**src/rtl/fpaddsub_pkg.sv**
```systemverilog
// Shared widths, exception bit indices and stage bundles
// for the fp add/sub input-check front end.
package fpaddsub_pkg;

    localparam int EXP_W  = 8;
    localparam int FRAC_W = 23;
    localparam int WORD_W = 1 + EXP_W + FRAC_W;

    localparam int EXC_NAN_ANY = 0;
    localparam int EXC_NAN_A   = 1;
    localparam int EXC_NAN_B   = 2;
    localparam int EXC_INF     = 3;
    localparam int EXC_INV     = 4;

    localparam logic [WORD_W-1:0] QNAN = 32'h7FC00000;

    typedef struct packed {
        logic [WORD_W-1:0] a;
        logic [WORD_W-1:0] b;
        logic              nan_a;
        logic              nan_b;
        logic              inf_a;
        logic              inf_b;
    } s1_t;

    typedef struct packed {
        logic [WORD_W-1:0] a_big;
        logic [WORD_W-1:0] b_small;
        logic              swapped;
        logic              eff_sub;
        logic [4:0]        input_exc;
        logic [WORD_W-1:0] special_result;
    } s2_t;

endpackage

```
**src/rtl/fpaddsub_classify.sv**
```systemverilog
// Per-operand special-value classification and
// denormal flush to signed zero.
module fpaddsub_classify
    import fpaddsub_pkg::*;
(
    input  logic [WORD_W-1:0] x,
    output logic [WORD_W-1:0] flushed,
    output logic              is_nan,
    output logic              is_inf,
    output logic              is_zero
);

    logic [EXP_W-1:0]  e;
    logic [FRAC_W-1:0] f;
    logic              e_max;

    assign e       = x[WORD_W-2:FRAC_W];
    assign f       = x[FRAC_W-1:0];
    assign e_max   = &e;
    assign is_nan  = e_max & (|f);
    assign is_inf  = e_max & ~(|f);
    assign is_zero = ~(|e);

    always_comb begin
        flushed = x;
        if (is_zero) begin
            flushed = {x[WORD_W-1], {(WORD_W-1){1'b0}}};
        end
    end

endmodule

```
**src/rtl/fpaddsub_input_check.sv**
```systemverilog
// Two-stage front end: classify, then order by magnitude
// and form the exception vector and bypass value.
module fpaddsub_input_check
    import fpaddsub_pkg::*;
(
    input  logic        clk,
    input  logic        rst,
    input  logic [31:0] a,
    input  logic [31:0] b,
    input  logic        op,
    input  logic        in_valid,
    output logic        in_ready,
    output logic        out_valid,
    input  logic        out_ready,
    output logic [31:0] a_big,
    output logic [31:0] b_small,
    output logic        swapped,
    output logic        eff_sub,
    output logic [4:0]  input_exc,
    output logic        special,
    output logic [31:0] special_result
);

    logic s1_valid;
    logic s2_valid;
    s1_t  s1_q;
    s1_t  s1_d;
    s2_t  s2_q;
    s2_t  s2_d;

    logic [WORD_W-1:0] b_eff;
    logic              zero_a;
    logic              zero_b;

    logic s2_load;
    logic s1_load;

    assign b_eff = {b[WORD_W-1] ^ op, b[WORD_W-2:0]};

    fpaddsub_classify u_cls_a (
        .x       (a),
        .flushed (s1_d.a),
        .is_nan  (s1_d.nan_a),
        .is_inf  (s1_d.inf_a),
        .is_zero (zero_a)
    );

    fpaddsub_classify u_cls_b (
        .x       (b_eff),
        .flushed (s1_d.b),
        .is_nan  (s1_d.nan_b),
        .is_inf  (s1_d.inf_b),
        .is_zero (zero_b)
    );

    // Each stage refills when empty or when its content moves on.
    assign s2_load  = ~s2_valid | out_ready;
    assign in_ready = ~s1_valid | s2_load;
    assign s1_load  = in_valid & in_ready;

    always_comb begin
        logic swap;
        logic sub;
        logic nan_any;
        logic [4:0] exc;
        swap    = s1_q.b[WORD_W-2:0] > s1_q.a[WORD_W-2:0];
        sub     = s1_q.a[WORD_W-1] ^ s1_q.b[WORD_W-1];
        nan_any = s1_q.nan_a | s1_q.nan_b;
        exc                 = '0;
        exc[EXC_NAN_ANY]    = nan_any;
        exc[EXC_NAN_A]      = s1_q.nan_a;
        exc[EXC_NAN_B]      = s1_q.nan_b;
        exc[EXC_INF]        = ~nan_any &
                              ((s1_q.inf_a ^ s1_q.inf_b) |
                               (s1_q.inf_a & s1_q.inf_b & ~sub));
        exc[EXC_INV]        = s1_q.inf_a & s1_q.inf_b & sub;

        s2_d.a_big          = swap ? s1_q.b : s1_q.a;
        s2_d.b_small        = swap ? s1_q.a : s1_q.b;
        s2_d.swapped        = swap;
        s2_d.eff_sub        = sub;
        s2_d.input_exc      = exc;
        s2_d.special_result = '0;
        if (exc[EXC_NAN_ANY] | exc[EXC_INV]) begin
            s2_d.special_result = QNAN;
        end else if (exc[EXC_INF]) begin
            s2_d.special_result = s1_q.inf_a ? s1_q.a : s1_q.b;
        end
    end

    always_ff @(posedge clk) begin
        if (rst) begin
            s1_valid <= 1'b0;
            s2_valid <= 1'b0;
            s1_q     <= '0;
            s2_q     <= '0;
        end else begin
            if (in_ready) begin
                s1_valid <= in_valid;
            end
            if (s1_load) begin
                s1_q <= s1_d;
            end
            if (s2_load) begin
                s2_valid <= s1_valid;
            end
            if (s2_load & s1_valid) begin
                s2_q <= s2_d;
            end
        end
    end

    assign out_valid      = s2_valid;
    assign a_big          = s2_q.a_big;
    assign b_small        = s2_q.b_small;
    assign swapped        = s2_q.swapped;
    assign eff_sub        = s2_q.eff_sub;
    assign input_exc      = s2_q.input_exc;
    assign special        = |s2_q.input_exc;
    assign special_result = s2_q.special_result;

endmodule

```
**config.mk**
```make
export PLATFORM = sky130hd
export DESIGN_NAME = fpaddsub_input_check
export DESIGN_NICKNAME = d
export VERILOG_FILES = /design/src/rtl/fpaddsub_pkg.sv /design/src/rtl/fpaddsub_classify.sv /design/src/rtl/fpaddsub_input_check.sv
export SDC_FILE = /design/constraint.sdc
export NUM_CORES = 1
export LEC_CHECK = 0
export CORE_MARGIN = 5
export CORE_UTILIZATION = 52
export DETAILED_ROUTE_END_ITERATION = 6
export PLACE_DENSITY = 0.93
export SYNTH_ARGS = -nofsm -noshare
export SYNTH_HDL_FRONTEND = slang
export SYNTH_SLANG_ARGS = --single-unit
```
**constraint.sdc**
```tcl
create_clock -name clk -period 2.8 [get_ports clk]
set_input_delay 0.56 -clock clk [delete_from_list [all_inputs] [get_ports clk]]
set_output_delay 0.56 -clock clk [all_outputs]
set_load 0.05 [all_outputs]
```
==> flow_summary_export.csv <==
group,metric,value,unit
status,status,"complete, no violations",
synthesis,syn_inst,960,
pwr,p_leak,4.04,nW
place,port_buffers,174,
cts,clk_path_buf_depth,2,
timing,period_share,0.998,
worst_hold_path,hold_path_class,"reg -> reg",
route,wirelength,27200,µm
pwr,vdd.ir_drop.worst,508,µV
worst_hold_path,min_from,"input_exc[1]",
route,wl_per_cell,20.4,µm
die,die_h,138,µm
cts,clock_sinks,173,
timing,timing.final.setup_violations,0,
final_layout,final_cell_area,11300,µm²
route,drt_iter0_markers,1008,
synthesis,syn_avg_cell_area,8.81,µm²
timing,period_needed,2790,ps
timing,skew,9.60,ps
final_layout,mostFrequentLayoutCells,"233 x nor2_1, 172 x clkdlybuf4s50_1, 168 x dfxtp_1",
die,io_pins,175,
setup_path,worstSetupStartpoint,"s1_q[54]",
route,first_pass_iters,5,
route,ant_nets,0,
final_layout,nets,1206,
final_layout,antennaDiodeCount,0,
synthesis,async_flop_share,0,
global_routing,grt_start_max_net_pins,85,
route,vias,8400,
timing,worst_slew_pin_slew,714,ps
worst_hold_path,min_path_cells,2,
setup_path,path_class,"reg -> reg",
global_routing,grt.total_usage,0.280,
cts,numCtsBuffers,17,
final_layout,layout_commonest_cell,"nor2_1",
place,dpl-instance-area,10500,µm²
final_layout,syn_to_final_growth,33.2,%
synthesis,syn_area,8450,µm²
final_layout,fin_util,0.706,
die,die-area,18900,µm²
cts,cts_hold_buf,0,
setup_path,critPathArrivalTime,3080,ps
pwr,p_total,6.95,mW
timing,setup_tns,0,ps
cts,cts_tree,"yes",
pwr,p_per_area,617,nW/µm²
synthesis,synth_edf_count,0,
setup_path,r2r_start,"s1_q[54]",
die,core,15900,µm²
timing,rsz0062_at_grt,"yes",
cts,h-tree-depth,4,
final_layout,drive_above_1_share,0.157,
synthesis,ys_warn_count,0,
synthesis,synth.distinct_cells,40,
synthesis,yosysSeqAreaShare,0.410,
route,post-route-drc-count,0,
synthesis,syn-num-nets,1061,
setup_path,reg2reg_depth,9,
die,die_x,138,µm
route,routed_via_density,6.30,
setup_path,startpoint_type,"register",
timing,max_slew_margin,0.524,
cts,clk_pin_slew,70,ps
job,cap_violations,0,
die,start_util,0.530,
place,gp_congestion,0.856,
global_routing,grt_pass1_wl,41800,µm
setup_path,crit_fanout,33,
cts,root_buffer,"clkbuf_16",
synthesis,ys_ff_latch,173,
die,rows,46,
global_routing,grt_pass1_vias,8102,
cts,insertion_delay,440,ps
setup_path,cp.required,3090,ps
global_routing,antenna_found_initial,0,
global_routing,grt_overflow,0,
setup_path,worstSetupEndpointType,"register",
timing,slew_violations,0,
place,post-dp-hpwl,17600,µm
timing,max_clock_freq,358,MHz
synthesis,synth_ff_type,"dfxtp_1",
timing,hold_viol,0,
[area by class of cell]
class / instances / area [µm²]
fill: 1134 / 4690
multi-input combinational: 666 / 4550
sequential: 173 / 3470
timing repair buffer: 214 / 2240
clock buffer: 17 / 425
tap: 216 / 270
clock inverter: 15 / 184
inverter: 33 / 124
[report_power, final]
group / switching (mW) / internal (mW) / total [mW]
logic: 1.10 / 0.624 / 1.72
clock network: 1.07 / 1.42 / 2.49
registers: 0.132 / 2.61 / 2.74
total: 2.30 / 4.65 / 6.95
[state kept, by name, summed over array words and instances, names as in the netlist]
signal,cells
a_big,32
b_small,32
eff_sub,1
input_exc,5
out_valid,1
s1_q,68
s1_valid,1
special_result,32
swapped,1
[layer usage]
metal	global-route usage	vias to the layer above	share of wire	wire (µm)
li1	-	3800	-	-
met1	0.351	3988	0.40	10800
met2	0.455	502	0.48	13200
met3	0.0489	110	0.075	2050
met4	0.160	0	0.045	1230
met5	0	-	0	0
[cells in the mapped netlist, drive strengths merged, types with 3 or more instances]
| cell type | instances | area, µm² |
|---|---|---|
| a21oi | 39 | 195 |
| nor2 | 233 | 875 |
| dfxtp | 173 | 3460 |
| a2111oi | 64 | 941 |
| ha | 32 | 400 |
| nor3 | 9 | 45.0 |
| nor4 | 80 | 515 |
| mux2 | 22 | 248 |
| a22oi | 74 | 556 |
| clkbuf | 61 | 229 |
| buf | 27 | 190 |
| o21ai | 7 | 35.0 |
| nand2 | 52 | 195 |
| mux2i | 9 | 90.1 |
| o22a | 9 | 78.8 |
| inv | 33 | 124 |
| and2 | 3 | 18.8 |
| nand2b | 4 | 25.0 |
| nand4 | 12 | 81.3 |
[logic make-up (layout without fill, tap and decap cells)]
| group | after synthesis | in the layout | share of synthesized area |
|---|---|---|---|
| and+or+nand+nor | 402 | 402 | 0.216 |
| DFF | 173 | 173 | 0.410 |
| xor gates and xnor gates | 2 | 2 | 0.00207 |
| buffers and inverters | 121 | 279 | 0.0642 |
| muxes | 31 | 31 | 0.0400 |
| adders and majority gates | 32 | 32 | 0.0474 |
| AOI/OAI and AO/OA | 199 | 199 | 0.221 |
[repair_timing]
item / CTS / global route
pin swaps: 1 / 2
cloned: 1 / 1
resized for setup: 3 / 11
endpoints found under the hold margin: 0 / 0
endpoints found under the setup margin: 26 / 64
buffers inserted: 2 / 1
[worst paths after layout]
path / end / slack, ps
worst max register to register: b_small[7] / 5
worst max-delay path: b_small[7] / 5
worst min register to register: input_exc[1] / 480
worst min-delay path: input_exc[1] / 480
[stage by stage]
step                setup slack [ps]  cells  hold slack (ps)
CTS                             43.5   1332              477
floorplan                        353    960              475
global placement                 107   1297              457
finish                          5.03   1334              475
global route                    -104   1334              507
detailed placement             -70.1   1297              469
[worst max-delay path, cell delays in order, from the launching register on]
cell and delay [ps]:
dfxtp_1 360, inv_1 70, ha_1 290, and2_0 210, a221o_1 340, a221oi_2 290, a22oi_2 140, clkbuf_16 250
nor4_1 580, a2111oi_4 120
(Power assumes the default switching activity.)
